## src/rtl/ui_defs_pkg.sv

```systemverilog
// ---------------------------------------------------------------------------------------------
// ui_defs_pkg
// Shared definitions for the user-interface input conditioning blocks.
//   - btn_state_e : button debouncer FSM encoding (fixed values, visible on debug taps)
//   - Def*        : default timing constants for the 50 MHz board clock
//   - cycles_from_us() : converts a microsecond interval into board-clock cycles
// ---------------------------------------------------------------------------------------------
package ui_defs_pkg;

  localparam int unsigned ClkFreqHz = 50_000_000;

  // Converts a time interval in microseconds to a cycle count at ClkFreqHz.
  function automatic int unsigned cycles_from_us(input int unsigned us);
    return (ClkFreqHz / 1_000_000) * us;
  endfunction

  localparam int unsigned DefSyncStages      = 2;
  localparam int unsigned DefDebounceCycles  = cycles_from_us(10_000);     // 10 ms
  localparam int unsigned DefLongPressCycles = cycles_from_us(1_000_000);  // 1 s

  typedef enum logic [1:0] {
    StIdle        = 2'd0,
    StPressWait   = 2'd1,
    StPressed     = 2'd2,
    StReleaseWait = 2'd3
  } btn_state_e;

endpackage

```

## src/rtl/bit_synchronizer.sv

```systemverilog
// ---------------------------------------------------------------------------------------------
// bit_synchronizer
// Multi-flop synchronizer bringing one asynchronous pin into the clk domain.
// Ports:
//   clk      in  system clock
//   reset    in  asynchronous active-low reset, clears the chain to 0
//   async_in in  asynchronous input pin
//   sync_out out synchronized copy of async_in, STAGES cycles of latency
// ---------------------------------------------------------------------------------------------
module bit_synchronizer #(
  parameter int unsigned STAGES = 2
) (
  input  logic clk,
  input  logic reset,
  input  logic async_in,
  output logic sync_out
);

  if (STAGES < 2) begin : g_stages_chk
    $error("bit_synchronizer: STAGES must be at least 2");
  end

  logic [STAGES-1:0] sync_q;

  always_ff @(posedge clk or negedge reset) begin
    if (!reset) begin
      sync_q <= '0;
    end else begin
      sync_q <= {sync_q[STAGES-2:0], async_in};
    end
  end

  assign sync_out = sync_q[STAGES-1];

endmodule

```

## src/rtl/button_debouncer.sv

```systemverilog
// ---------------------------------------------------------------------------------------------
// button_debouncer
// Turns one raw, bouncing, asynchronous push-button into a clean debounced level plus
// single-cycle press / release / long-press pulses.
// Ports:
//   clk       in  system clock, rising edge
//   reset     in  asynchronous active-low reset
//   btn_raw   in  raw button pin, 1 = pressed
//   btn_level out debounced button state (registered)
//   btn_rise  out one-cycle pulse on the edge btn_level goes 0->1
//   btn_fall  out one-cycle pulse on the edge btn_level goes 1->0
//   btn_long  out one-cycle pulse, once per press, after LONG_PRESS_CYCLES of held level
// ---------------------------------------------------------------------------------------------
module button_debouncer
  import ui_defs_pkg::*;
#(
  parameter int unsigned SYNC_STAGES       = DefSyncStages,
  parameter int unsigned DEBOUNCE_CYCLES   = DefDebounceCycles,
  parameter int unsigned LONG_PRESS_CYCLES = DefLongPressCycles
) (
  input  logic clk,
  input  logic reset,
  input  logic btn_raw,
  output logic btn_level,
  output logic btn_rise,
  output logic btn_fall,
  output logic btn_long
);

  if (DEBOUNCE_CYCLES < 2) begin : g_deb_chk
    $error("button_debouncer: DEBOUNCE_CYCLES must be at least 2");
  end
  if (LONG_PRESS_CYCLES < 1) begin : g_long_chk
    $error("button_debouncer: LONG_PRESS_CYCLES must be at least 1");
  end

  localparam int unsigned DebW  = $clog2(DEBOUNCE_CYCLES);
  localparam int unsigned HoldW = $clog2(LONG_PRESS_CYCLES + 1);

  // The entry sample in IDLE/PRESSED counts as the first stable sample, so the wait state
  // needs DEBOUNCE_CYCLES-1 further samples: it commits when the counter shows D-2.
  localparam logic [DebW-1:0]  DebLast  = DebW'(DEBOUNCE_CYCLES - 2);
  localparam logic [DebW-1:0]  DebOne   = DebW'(1);
  localparam logic [HoldW-1:0] HoldMax  = HoldW'(LONG_PRESS_CYCLES);
  localparam logic [HoldW-1:0] HoldOne  = HoldW'(1);

  logic       btn_sync;
  btn_state_e state_q;
  logic [DebW-1:0]  deb_cnt_q;
  logic [HoldW-1:0] hold_cnt_q;

  bit_synchronizer #(
    .STAGES (SYNC_STAGES)
  ) u_sync (
    .clk      (clk),
    .reset    (reset),
    .async_in (btn_raw),
    .sync_out (btn_sync)
  );

  always_ff @(posedge clk or negedge reset) begin
    if (!reset) begin
      state_q    <= StIdle;
      deb_cnt_q  <= '0;
      hold_cnt_q <= '0;
      btn_level  <= 1'b0;
      btn_rise   <= 1'b0;
      btn_fall   <= 1'b0;
      btn_long   <= 1'b0;
    end else begin
      btn_rise <= 1'b0;
      btn_fall <= 1'b0;
      btn_long <= 1'b0;

      // Hold timer runs whenever the debounced level is high and saturates, so the long
      // pulse fires only on the cycle the limit is first reached.
      if (btn_level && (hold_cnt_q != HoldMax)) begin
        hold_cnt_q <= hold_cnt_q + HoldOne;
        if (hold_cnt_q + HoldOne == HoldMax) begin
          btn_long <= 1'b1;
        end
      end

      unique case (state_q)
        StIdle: begin
          if (btn_sync) begin
            state_q   <= StPressWait;
            deb_cnt_q <= '0;
          end
        end

        StPressWait: begin
          if (!btn_sync) begin
            state_q   <= StIdle;
            deb_cnt_q <= '0;
          end else if (deb_cnt_q == DebLast) begin
            state_q    <= StPressed;
            deb_cnt_q  <= '0;
            btn_level  <= 1'b1;
            btn_rise   <= 1'b1;
            hold_cnt_q <= '0;
          end else begin
            deb_cnt_q <= deb_cnt_q + DebOne;
          end
        end

        StPressed: begin
          if (!btn_sync) begin
            state_q   <= StReleaseWait;
            deb_cnt_q <= '0;
          end
        end

        StReleaseWait: begin
          if (btn_sync) begin
            state_q   <= StPressed;
            deb_cnt_q <= '0;
          end else if (deb_cnt_q == DebLast) begin
            state_q    <= StIdle;
            deb_cnt_q  <= '0;
            btn_level  <= 1'b0;
            btn_fall   <= 1'b1;
            // Overrides the hold increment above; a long pulse on this same edge still stands.
            hold_cnt_q <= '0;
          end else begin
            deb_cnt_q <= deb_cnt_q + DebOne;
          end
        end

        default: begin
          state_q   <= StIdle;
          deb_cnt_q <= '0;
        end
      endcase
    end
  end

endmodule

```

## config.mk

```make
export PLATFORM = sky130hd
export DESIGN_NAME = button_debouncer
export DESIGN_NICKNAME = d
export VERILOG_FILES = /design/src/rtl/ui_defs_pkg.sv /design/src/rtl/bit_synchronizer.sv /design/src/rtl/button_debouncer.sv
export SDC_FILE = /design/constraint.sdc
export NUM_CORES = 1
export LEC_CHECK = 0
export CORE_ASPECT_RATIO = 1.2
export CORE_MARGIN = 1
export CORE_UTILIZATION = 24
export CTS_CLUSTER_SIZE = 25
export DETAILED_ROUTE_END_ITERATION = 10
export PLACE_DENSITY_LB_ADDON = 0.2
export SLEW_MARGIN = 10
export SYNTH_ARGS = -nofsm -noshare
export SYNTH_HDL_FRONTEND = slang
export SYNTH_SLANG_ARGS = --single-unit
```

## constraint.sdc

```tcl
create_clock -name clk -period 2.45 [get_ports clk]
set_input_delay 0.49 -clock clk [delete_from_list [all_inputs] [get_ports clk]]
set_output_delay 0.49 -clock clk [all_outputs]
set_load 0.005 [all_outputs]
```

==> flow_summary_export.csv, run 1 <==
group,metric,value,unit
run_status,status,"complete, no violations",
route,wl_per_cell,13.5,um
worst_hold_path,hold_path_class,"in2async",
pwr,irDropWorstVdd,0.248,mV
sta,tns,0,ps
clock_network,insertion_delay,290,ps
placement,postPlaceCellArea,3410,um^2
sta,drv_slew,0,
yosys,syn-num-nets,355,
sta,min_period_over_period,92.3,%
yosys,synth.avg_cell_area,8.96,um^2
sta,fmax,442,MHz
yosys,syn_inst,347,
worst_setup_path,r2r-start,"deb_cnt_q[6]$_DFFE_PN0P_",
placement,dp_slack,114,ps
yosys,synth_edf_count,0,
clock_network,cts_buffer_depth,2,
route,wl_met1,3.29,mm
floorplan,dieWidth,106,um
layout,area_growth,15.7,%
layout,drive_gt1_share,11.4,%
pwr,p_clk_share,42.3,%
clock_network,h-tree-depth,2,
route,dr_wl_met3,138,um
route,drt_pass1_iterations,4,
pwr,switching_share,24.5,%
floorplan,die_h,127,um
layout,final_cell_area,3600,um^2
global_routing,grt_pass1_wl,12.2,mm
worst_setup_path,arrival,2430,ps
route,wl,7.08,mm
pwr,intPower,1.48,mW
sta,finalCriticalPeriod,2260,ps
layout,final_util,28.4,%
sta,setup_viol,0,
worst_setup_path,r2r_end,"deb_cnt_q[18]$_DFFE_PN0P_",
layout,nets,367,
route,drt-vias-per-instance,4.70,
yosys,netlist_area,3110,um^2
global_routing,track_usage,11.5,%
clock_network,cts_resized,0,
yosys,synth_cell_types,48,
route,vias,2462,
run,drv_cap,0,
worst_setup_path,cp.required,2620,ps
placement,portBuffers,6,
sta,hold_viol,0,
clock_network,clock-root-buffer,"clkbuf_16",
global_routing,grt_max_degree,28,
yosys,synth-seq-cells,53,
yosys,ys.flop_type,"dfrtp_1",
global_routing,grt_overflow,0,
clock_network,clkTransAtPathRegs,70,ps
pwr,power_frac_seq,47.3,%
route,route.detailed.drc,0,
clock_network,cts.sinks,53,
route,drt-initial-drc-count,66,
clock_network,cts_setup_buffers,0,
placement,gp_congestion,0.755,
placement,dp_cells,516,
sta,relSlewSlack,61.7,%
layout,nFillCells,1358,
sta,worstMarginPinSlew,570,ps
worst_setup_path,reg2reg_slack,190,ps
floorplan,fp.coreArea,12700,um^2
worst_setup_path,worstSetupEndpointType,"flip-flop",
worst_setup_path,start_kind,"flip-flop",
layout,n_antenna_cell,0,
worst_setup_path,reg2reg_depth,7,
worst_setup_path,path_class,"reg2reg",
clock_network,cts_buffers,5,
floorplan,rows,45,
worst_setup_path,crit_fanout,6,
floorplan,dieArea,13400,um^2
pwr,power_switching,0.482,mW
pwr,leakagePower,1.40,nW
placement,hpwl,5.02,mm
global_routing,antenna_found_initial,0,
floorplan,start_util,24.5,%
yosys,ys_seq_area_share,42.7,%
global_routing,grt_pass1_vias,2422,
route,top_layer,"met4",
route,ant_nets,0,
sta,rsz0062_at_grt,"no",
pwr,p_per_area,547,nW/um^2
route,wl_met2,3.60,mm
sta,setup_ws,190,ps
layout,post_layout_nonfiller_instances,524,
clock_network,cts_tree,"built",
clock_network,cts_hold_buffers,0,
yosys,synth_warnings,0,
yosys,async_flop_share,100,%
sta,fin_skew,5.32,ps
floorplan,pin_count,7,
pwr,combPwrFrac,10.4,%
-- metrics by stage --
step	power [mW]	hold WS (ps)
floorplan	1.07	194
global placement	1.16	339
detailed placement	1.16	335
CTS	2.01	188
global route	2.07	222
finish	1.97	171
-- synth_stat cells (4+ instances only) --
cell / number / share of area [%]
nor3_1: 16 / 2.6
xnor2_1: 23 / 6.5
xor2_1: 14 / 3.9
nand2_1: 35 / 4.2
o21ai_0: 26 / 4.2
nor2_1: 39 / 4.7
clkbuf_1: 4 / 0.48
inv_1: 8 / 0.97
o31ai_1: 4 / 0.97
o21ai_1: 6 / 0.97
buf_4: 8 / 1.9
ha_1: 5 / 2.0
or3_1: 5 / 1.0
dfrtp_1: 53 / 43
nand4_1: 8 / 1.6
buf_2: 6 / 0.97
nand3_1: 22 / 3.5
and4_1: 4 / 1.1
nor4_1: 7 / 1.4
a21oi_1: 9 / 1.4
-- cells in the final DEF, fill, tap and decap left out, types with 3 or more instances in the layout --
cell	instances
inv_1	8
xor2_1	14
clkbuf_16	5
nor2_1	39
nor2b_1	3
and2_1	3
xnor2_1	23
nor4_1	7
o21ai_0	26
nor3b_1	3
nor3_1	15
dfrtp_1	52
or3_1	4
nand2_1	35
and4_1	4
o21ai_1	6
clkdlybuf4s50_1	5
a21oi_1	9
ha_1	5
and3_1	3
o31ai_1	4
nand3_1	22
nand4_1	8
buf_4	18
a31oi_1	3
-- critical path, cell delays in order, from the launching register on --
cell and delay (ps):
dfrtp_1 410, or4b_1 560, or4_4 450, o31ai_4 250, buf_4 200, a31oi_1 40
o21ai_0 150, o31ai_1 90
-- worst max-delay path by stage --
stage / from / end / slack, ps / cells after the start
after floorplan: hold_cnt_q[0]$_DFF_PN0_ / btn_long$_DFF_PN0_ / 180 / 8
after global placement: hold_cnt_q[1]$_DFF_PN0_ / btn_long$_DFF_PN0_ / 160 / 7
after detailed placement: hold_cnt_q[1]$_DFF_PN0_ / btn_long$_DFF_PN0_ / 110 / 7
after CTS: hold_cnt_q[1]$_DFF_PN0_ / btn_long$_DFF_PN0_ / 90 / 7
after global routing: hold_cnt_q[1]$_DFF_PN0_ / btn_long$_DFF_PN0_ / 20 / 6
final: deb_cnt_q[6]$_DFFE_PN0P_ / deb_cnt_q[18]$_DFFE_PN0P_ / 190 / 7
-- area by class of cell --
class	count	area (um^2)	area share [%]
clock buffers	7	143	3.97
well taps	164	205	5.70
multi-input cells	265	1630	45.4
repair buffers	26	230	6.40
inverters	8	30.0	0.835
flip-flops and latches	53	1330	36.9
clock inverters	1	30.0	0.835
-- power groups by stage --
stage / Sequential [mW] / Combinational [mW] / Clock [mW]
finish: 0.931 / 0.205 / 0.832
global placement: 0.947 / 0.210 / 0
floorplan: 0.940 / 0.125 / 0
CTS: 0.931 / 0.210 / 0.872
global route: 0.936 / 0.233 / 0.901
detailed placement: 0.948 / 0.211 / 0
-- cells by family after synthesis --
group | synth area share, %
xor gates and xnor gates | 10.4
muxes | 0.362
DFF | 42.7
adders and majority gates | 2.01
AOI/OAI and AO/OA | 12.0
buffers and inverters | 5.43
and+or+nand+nor | 27.1
-- per-layer routing --
metal  track usage [%]  up-vias
li1                  -     1245
met1              14.1     1196
met2              20.2       17
met3              2.47        4
met4              3.02        0
met5                 0        -
-- sequential cells by signal, indices dropped and copies added, names as in the netlist, named ones only --
| signal | flops |
|---|---|
| btn_fall | 1 |
| btn_level | 1 |
| btn_long | 1 |
| btn_rise | 1 |
| deb_cnt_q | 19 |
| hold_cnt_q | 26 |
| state_q | 1 |
| u_sync.sync_q | 2 |
(Power assumes the default switching activity.)
==> run 2, diff against run 1 <==
- SLEW_MARGIN: 10 -> not set
==> results of run 2 <==
Same layout as run 1: the final DEF is identical, and so are final timing and power.
